## config.mk

```make
export PLATFORM = sky130hd
export DESIGN_NAME = m_ser_rx
export DESIGN_NICKNAME = d
export VERILOG_FILES = /design/src/rtl/m_ser_pkg.sv /design/src/rtl/m_ser_rx_fifo2.sv /design/src/rtl/m_ser_rx.sv
export SDC_FILE = /design/constraint.sdc
export NUM_CORES = 1
export LEC_CHECK = 0
export ABC_AREA = 1
export CAP_MARGIN = 20
export CORE_ASPECT_RATIO = 0.75
export CORE_MARGIN = 10
export CORE_UTILIZATION = 30
export DETAILED_ROUTE_END_ITERATION = 7
export HOLD_SLACK_MARGIN = 0.03
export PLACE_DENSITY_LB_ADDON = 0.1
export SLEW_MARGIN = 5
export SYNTH_ARGS = -nofsm -noshare
export SYNTH_HDL_FRONTEND = slang
export SYNTH_SLANG_ARGS = --single-unit
```

## constraint.sdc

```tcl
create_clock -name CK -period 6.4 [get_ports CK]
set_clock_uncertainty 0.15 [all_clocks]
set_input_delay 1.28 -clock CK [delete_from_list [all_inputs] [get_ports CK]]
set_output_delay 1.28 -clock CK [all_outputs]
set_load 0.01 [all_outputs]
```

## src/rtl/m_ser_pkg.sv

```systemverilog
// m_ser_pkg: definitions shared by the m_ser link receiver and transmitter.
// The frame length depends on whether M_SER_RX_PARITY_EN is compiled in.
package m_ser_pkg;

    typedef enum logic [1:0] {
        IDLE,
        DATA,
        PAR
    } ser_state_e;

    localparam int unsigned W_DEFAULT = 8;

    // Start bit, W data bits, and an optional trailing parity bit.
    function automatic int unsigned frame_len(int unsigned w, bit parity);
        return 32'd1 + w + (parity ? 32'd1 : 32'd0);
    endfunction

endpackage

```

## src/rtl/m_ser_rx_fifo2.sv

```systemverilog
// m_ser_rx_fifo2: 2-entry FIFO buffer for received words.
// A push into a full buffer succeeds only when a pop happens on the same edge.
module m_ser_rx_fifo2
    import m_ser_pkg::*;
#(
    parameter int W = W_DEFAULT
) (
    input  logic         CK,
    input  logic         R,
    input  logic         push_i,
    input  logic         pop_i,
    input  logic [W-1:0] din_i,
    output logic [W-1:0] dout_o,
    output logic         full_o,
    output logic         empty_o
);

    logic [W-1:0] slot0_q, slot0_d;
    logic [W-1:0] slot1_q, slot1_d;
    logic [1:0]   cnt_q, cnt_d;
    logic         do_pop;
    logic         do_push;

    assign empty_o = (cnt_q == 2'd0);
    assign full_o  = (cnt_q == 2'd2);
    assign do_pop  = pop_i && !empty_o;
    assign do_push = push_i && (!full_o || do_pop);
    assign dout_o  = empty_o ? '0 : slot0_q;

    // Pop first, then place the push behind whatever remains.
    always_comb begin
        slot0_d = slot0_q;
        slot1_d = slot1_q;
        cnt_d   = cnt_q;
        if (do_pop) begin
            slot0_d = slot1_q;
            cnt_d   = cnt_q - 2'd1;
        end
        if (do_push) begin
            if (cnt_d == 2'd0) begin
                slot0_d = din_i;
            end else begin
                slot1_d = din_i;
            end
            cnt_d = cnt_d + 2'd1;
        end
    end

    always_ff @(posedge CK) begin
        if (R) begin
            slot0_q <= '0;
            slot1_q <= '0;
            cnt_q   <= 2'd0;
        end else begin
            slot0_q <= slot0_d;
            slot1_q <= slot1_d;
            cnt_q   <= cnt_d;
        end
    end

endmodule

```

## src/rtl/m_ser_rx.sv

```systemverilog
// m_ser_rx: serial-link receiver, start bit then W data bits LSB-first.
// Define M_SER_RX_PARITY_EN to add a trailing even-parity bit per frame.
module m_ser_rx
    import m_ser_pkg::*;
#(
    parameter int W = W_DEFAULT
) (
    input  logic         CK,
    input  logic         R,
    input  logic         SDI,
    output logic [W-1:0] DOUT,
    output logic         DVALID,
    input  logic         DREADY,
    output logic         ERR_OVF,
    output logic         ERR_PAR
);

    localparam int CW = (W > 1) ? $clog2(W) : 1;
    localparam logic [CW-1:0] LAST = CW'(W - 1);

    ser_state_e   state_q;
    logic [CW-1:0] cnt_q;
    logic [W-1:0] shift_q;
    logic [W-1:0] word_d;
    logic [W-1:0] push_word;
    logic         push_req;
    logic         pop;
    logic         full;
    logic         empty;
    logic         err_ovf_q;

    // Word as it stands once the bit on SDI is merged in.
    always_comb begin
        word_d        = shift_q;
        word_d[cnt_q] = SDI;
    end

`ifdef M_SER_RX_PARITY_EN
    logic par_bad;
    logic err_par_q;

    assign push_req  = (state_q == PAR) && (SDI == ^shift_q);
    assign par_bad   = (state_q == PAR) && (SDI != ^shift_q);
    assign push_word = shift_q;
    assign ERR_PAR   = err_par_q;
`else
    assign push_req  = (state_q == DATA) && (cnt_q == LAST);
    assign push_word = word_d;
    assign ERR_PAR   = 1'b0;
`endif

    assign pop     = DVALID && DREADY;
    assign DVALID  = !empty;
    assign ERR_OVF = err_ovf_q;

    always_ff @(posedge CK) begin
        if (R) begin
            state_q   <= IDLE;
            cnt_q     <= '0;
            shift_q   <= '0;
            err_ovf_q <= 1'b0;
`ifdef M_SER_RX_PARITY_EN
            err_par_q <= 1'b0;
`endif
        end else begin
            err_ovf_q <= push_req && full && !pop;
`ifdef M_SER_RX_PARITY_EN
            err_par_q <= par_bad;
`endif
            case (state_q)
                IDLE: begin
                    if (SDI) begin
                        state_q <= DATA;
                        cnt_q   <= '0;
                    end
                end
                DATA: begin
                    shift_q <= word_d;
                    cnt_q   <= cnt_q + CW'(1);
                    if (cnt_q == LAST) begin
                        cnt_q <= '0;
`ifdef M_SER_RX_PARITY_EN
                        state_q <= PAR;
`else
                        state_q <= IDLE;
`endif
                    end
                end
`ifdef M_SER_RX_PARITY_EN
                PAR: begin
                    state_q <= IDLE;
                end
`endif
                default: begin
                    state_q <= IDLE;
                end
            endcase
        end
    end

    m_ser_rx_fifo2 #(
        .W(W)
    ) u_fifo (
        .CK     (CK),
        .R      (R),
        .push_i (push_req),
        .pop_i  (pop),
        .din_i  (push_word),
        .dout_o (DOUT),
        .full_o (full),
        .empty_o(empty)
    );

endmodule
```

=== After elaboration in Yosys (flattened, before gate mapping) ===
Cells that the tools add are included.

* Bits in registers: 32
* Input port bits: 4
* Output and inout port bits: 11
* Logic and storage cells: 51

* $add $sub $neg: 3
* Order comparisons: 2
* Eq/ne operators: 5
* Muxes and demuxes: 15
* Bitwise logic cells: 1
* Reductions and logical operators: 18

{| class="wikitable"
|+ Operators by type and width
! operator !! count
|-
| $mux 8 || 4
|-
| $bwmux 8 || 1
|-
| $mux 2 || 4
|-
| $logic_and 1x1->1 || 7
|-
| $logic_not 2->1 || 3
|-
| $mux 3 || 2
|-
| $pmux 3 s2 || 1
|-
| $reduce_and 2->1 || 3
|-
| $lt 3x4->1 const B || 1
|-
| $pmux 2 s2 || 1
|-
| $add 3x1->3 const B || 1
|-
| $demux 1 s3 || 1
|-
| $eq 3x3->1 const B || 1
|-
| $ge 3x1->1 const B || 1
|-
| $logic_not 1->1 || 3
|-
| $add 2x1->2 const B || 1
|-
| $eq 2x1->1 const B || 1
|-
| $eq 2x2->1 const B || 1
|-
| $ne 2x1->1 const B || 1
|-
| $ne 2x2->1 const B || 1
|-
| $reduce_bool 2->1 || 1
|-
| $sub 2x1->2 const B || 1
|-
| $logic_or 1x1->1 || 1
|-
| $mux 1 || 1
|-
| $not 1->1 || 1
|}

=== Depth between registers and ports, before layout ===
* Depth in word-level cells: 8
* Depth in mapped cells: 15

=== Modules after synthesis ===
Synthesis repeated with hierarchy kept, for this count alone.

* Cell total of the unflattened synthesis: 291
* Area total of the unflattened synthesis: 1823.0 µm²

{| class="wikitable"
|+ Modules (own cells, without submodules)
! module !! times used !! cells an instance !! area each (µm²)
|-
| m_ser_rx_fifo2 || 1 || 172 || 1062.3
|-
| m_ser_rx || 1 || 119 || 760.7
|}

=== Least setup slack after synthesis ===
OpenSTA, ideal clock, no wires.

* Path kind: input-to-reg
* From: input DREADY
* To: register u_fifo.slot1_q[7]
* Data arrival time: 2317 ps
* Data required time: 6137 ps
* Slack: 3820 ps
* Stages: 10
* Buffers on the path: 2
* Cells stage by stage: nand2_8 buf_6 inv_2 nand2_1 nand2_1 ha_1 nand3b_4 buf_6 nor2_1 nor2_1

* Cells in the longest elaborated chain, start to end: 6
* Elaborated cells on any way between the ends: 8

{| class="wikitable"
|+ Ends and longest elaborated chain
! element !! RTL line !! RTL
|-
| start, declared || m_ser_rx.sv:13 || <nowiki>input logic DREADY,</nowiki>
|-
| $logic_and 1x1->1 * || m_ser_rx.sv:52 || <nowiki>assign pop = DVALID && DREADY;</nowiki>
|-
| $logic_and 1x1->1 * || m_ser_rx_fifo2.sv:26 || <nowiki>assign do_pop = pop_i && !empty_o;</nowiki>
|-
| $mux 2 || m_ser_rx_fifo2.sv:35 || <nowiki>if (do_pop) begin</nowiki>
|-
| $logic_not 2->1 || m_ser_rx_fifo2.sv:40 || <nowiki>if (cnt_d == 2'd0) begin</nowiki>
|-
| $not 1->1 (no line) || n/a ||
|-
| $reduce_and 2->1 (no line) * || n/a ||
|-
| end signal, assigned || m_ser_rx_fifo2.sv:56 || <nowiki>slot1_q <= slot1_d;</nowiki>
|-
| end, declared || m_ser_rx_fifo2.sv:19 || <nowiki>logic [W-1:0] slot1_q, slot1_d;</nowiki>
|}

Mark *: on every way between the ends. The rest lies on a longest branch, timed or not.
A chain may end at the register's enable or synchronous reset.

=== Final worst setup path ===
* From: register u_fifo.cnt_q[0]
* To: output DOUT[2]

* Cells in the longest elaborated chain, start to end: 2

{| class="wikitable"
|+ Ends and longest elaborated chain
! element !! RTL line !! RTL
|-
| start, declared || m_ser_rx_fifo2.sv:20 || <nowiki>logic [1:0] cnt_q, cnt_d;</nowiki>
|-
| start signal, assigned || m_ser_rx_fifo2.sv:57 || <nowiki>cnt_q <= cnt_d;</nowiki>
|-
| $logic_not 2->1 || m_ser_rx_fifo2.sv:24 || <nowiki>assign empty_o = (cnt_q == 2'd0);</nowiki>
|-
| $mux 8 || m_ser_rx_fifo2.sv:28 || <nowiki>assign dout_o = empty_o ? '0 : slot0_q;</nowiki>
|-
| end, declared || m_ser_rx.sv:11 || <nowiki>output logic [W-1:0] DOUT,</nowiki>
|}

Every way passes these cells.

==> impl_metrics.py <==
metrics = {
    "timing": {
        "max_freq_mhz": 312.1,
        "fin_crit_ns": 3.204,
        "worst_slew_pin_slew_ns": 0.5463,
        "drv_slew": 0,
        "fin_setup_tns_ns": 0,
        "final-hold-violation-count": 0,
        "slew_headroom": 0.6347,
        "setup_viol": 0,
        "post-route-period-util": 0.5006,
        "rsz0062_at_grt": "no",
        "whs_ns": 0.3718,
    },
    "power": {
        "vdd_drop_max_mv": 0.07053,
        "power_density_nw_per_um2": 212.1,
        "total_power_mw": 0.4134,
        "cellLeakagePower_nw": 0.8945,
    },
    "die": {
        "die_area_sq_um": 9243,
        "fp.dieH_um": 85.80,
        "core_sq_um": 5468,
        "initial_core_util": 0.3167,
        "num_io_pins": 15,
        "die_x_um": 107.7,
        "core.rowCount": 23,
    },
    "layout": {
        "design_area_sq_um": 1949,
        "antennaDiodeCount": 0,
        "final_util": 0.3565,
        "drive_gt1_frac": 0.05072,
        "syn_to_final_growth_pct": 12.57,
        "final_nets": 284,
        "n_fill_cell": 617,
    },
    "min_path": {
        "hold_path_class": "flop to flop",
        "worstHoldEndpoint": "u_fifo.slot1_q[5]",
        "hold_depth": 4,
        "min_from": "u_fifo.slot1_q[5]",
    },
    "setup_path": {
        "r2r_cells": 11,
        "path_max_fanout": 9,
        "crit_required_ns": 4.97,
        "rr_startpoint": "u_fifo.cnt_q[0]",
        "reg2reg_slack_ns": 4.14,
        "crit_start": "u_fifo.cnt_q[0]",
        "r2r_end": "u_fifo.slot1_q[0]",
        "worstSetupEndpointType": "output port",
        "criticalPathCategory": "flop to output port",
        "worst_setup_path_start_kind": "flop",
        "cp.arrival_ns": 1.77,
    },
    "global_route": {
        "grt_pass1_wl_um": 6679,
        "grt_pass1_vias": 1418,
        "track_usage": 0.09045,
        "antenna_found_initial": 0,
        "grt_max_degree": 22,
        "grt-ovfl-total": 0,
    },
    "run_status": {
        "status": "completed",
    },
    "route": {
        "antenna_left": 0,
        "dr.pass1.iters": 4,
        "dr_total_vias": 1468,
        "vias_per_cell": 4.182,
        "wirelength_um": 3720,
        "post-route-drc-count": 0,
        "drt-initial-drc-count": 129,
        "post_drt_wl_per_cell_um": 10.60,
    },
    "clocking": {
        "postCtsHoldBufs": 0,
        "cts_buffer_depth": 2,
        "cts_setup_buffers": 0,
        "cts.repair.resized": 0,
        "clockRootBuffer": "clkbuf_8",
        "cts.sinks": 31,
        "clkTransAtPathRegs_ns": 0.06,
        "worstSkewPairLatency_ns": 0.28,
        "cts_tree": "done",
        "h-tree-depth": 2,
        "numCtsBuffers": 5,
    },
    "logic_synthesis": {
        "syn_avg_cell_area_sq_um": 6.510,
        "ys_seq_area_frac": 0.3584,
        "ys.warnings.count": 0,
        "synth.distinct_cells": 24,
        "syn-num-nets": 275,
        "postSynthCellCount": 266,
        "syn_area_sq_um": 1732,
        "ys_ff_latch": 31,
    },
    "flow_run": {
        "cap_violations": 0,
    },
    "placement": {
        "place_congestion": 0.7382,
        "dp.final_hpwl_um": 2620,
        "port_buffers": 13,
        "placed_area_sq_um": 1868,
    },
}
through the flow:
stage | instances | worst slack (ns)
after floorplan | 266 | 3.820
after global placement | 343 | 3.124
after detailed placement | 343 | 3.085
after CTS | 351 | 3.135
after global routing | 351 | 2.968
final | 351 | 3.196
how the worst max path moves through the flow:
stage / endpoint / slack, ns / depth (start not counted)
after floorplan: u_fifo.slot1_q[7] / 3.82 / 10
after global placement: cnt_q[0] / 3.12 / 3
after detailed placement: cnt_q[0] / 3.09 / 3
after CTS: DOUT[2] / 3.14 / 4
after global routing: DOUT[2] / 2.97 / 4
final: DOUT[2] / 3.20 / 4
power by group:
| group | internal (mW) | switching [mW] | total (mW) | leakage (nW) |
|---|---|---|---|---|
| Clock | 0.0762 | 0.0718 | 0.148 | 0.0422 |
| Sequential | 0.199 | 0.00596 | 0.205 | 0.252 |
| Combinational | 0.0214 | 0.0386 | 0.0600 | 0.600 |
| Total | 0.297 | 0.116 | 0.413 | 0.895 |
worst max-delay path, cell delays in order (launching register included):
cell,delay (ns)
dfxtp_1,0.32
inv_1,0.07
ha_1,0.37
nor2_1,0.17
clkdlybuf4s50_1,0.56
layout make-up:
type,count,area (sq um),share of cell area
Multi-Input combinational cell,176,835.8,0.4288
Sequential cell,31,620.6,0.3184
Clock inverter,1,5.005,0.002567
Tap cell,75,93.84,0.04814
Timing Repair Buffer,13,130.1,0.06675
Inverter,48,187.7,0.09628
Clock buffer,7,76.32,0.03915
kinds of logic (layout without fill, tap and decap cells):
kind of cell / after synthesis / in the layout / share of synthesized area
buffers and inverters: 59 / 69 / 0.1590
other: 1 / 1 / 0.002166
DFF: 31 / 31 / 0.3584
adders and majority gates: 5 / 5 / 0.03613
AOI/OAI and AO/OA: 33 / 33 / 0.09971
and+or+nand+nor: 137 / 137 / 0.3447
sequential cells by signal, summed over array words and instances, names as in the netlist:
name / flops
u_fifo.slot1_q: 8
cnt_q: 3
u_fifo.cnt_q: 2
u_fifo.slot0_q: 8
shift_q: 8
state_q: 1
ERR_OVF: 1
metal layers:
layer,wire length (um),global-route usage
met3,212,0.03812
met4,66,0.03995
met5,0,0
met2,1516,0.1315
met1,1924,0.1135
cell usage in the layout (no fill, tap or decap):
| master | netlist | final |
|---|---|---|
| nand2_1 | 67 | 67 |
| nor2_1 | 53 | 53 |
| inv_1 | 43 | 43 |
| dfxtp_1 | 31 | 31 |
| o21ai_0 | 14 | 14 |
| clkdlybuf4s50_1 | 0 | 13 |
| o21ai_1 | 12 | 12 |
| nand3_1 | 8 | 8 |
| a21oi_1 | 5 | 5 |
| ha_1 | 5 | 5 |
| clkbuf_8 | 0 | 5 |
| inv_2 | 3 | 3 |
| nand4_1 | 3 | 3 |
| nand2_8 | 2 | 2 |
| nor3_1 | 2 | 2 |
| clkbuf_1 | 1 | 2 |
| inv_8 | 1 | 1 |
| clkinv_1 | 1 | 1 |
| nand3b_4 | 1 | 1 |
| o211ai_1 | 1 | 1 |
| nand3_4 | 1 | 1 |
| o211a_1 | 1 | 1 |
| conb_1 | 1 | 1 |
| clkinv_2 | 0 | 1 |
Yosys cell counts:
cell      number  area [sq um]
nand4_1        3         18.77
nor3_1         2         10.01
clkinv_1       1         3.750
a21oi_1        5         25.02
o21ai_1       12         60.06
inv_8          1         11.26
inv_2          3         11.26
nand3b_4       1         20.02
ha_1           5         62.56
o211ai_1       1         7.510
inv_1         43         161.4
buf_6          5         56.30
o21ai_0       14         70.07
o211a_1        1         10.01
nand3_4        1         17.52
clkbuf_1       1         3.750
conb_1         1         3.750
nand3_1        8         40.04
nor2_1        53         198.9
dfxtp_1       31         620.6
buf_2          4         20.02
nand2_8        2         40.04
nand2_1       67         251.5
buf_4          1         7.510
No activity file was read; power rests on OpenSTA's default activity.
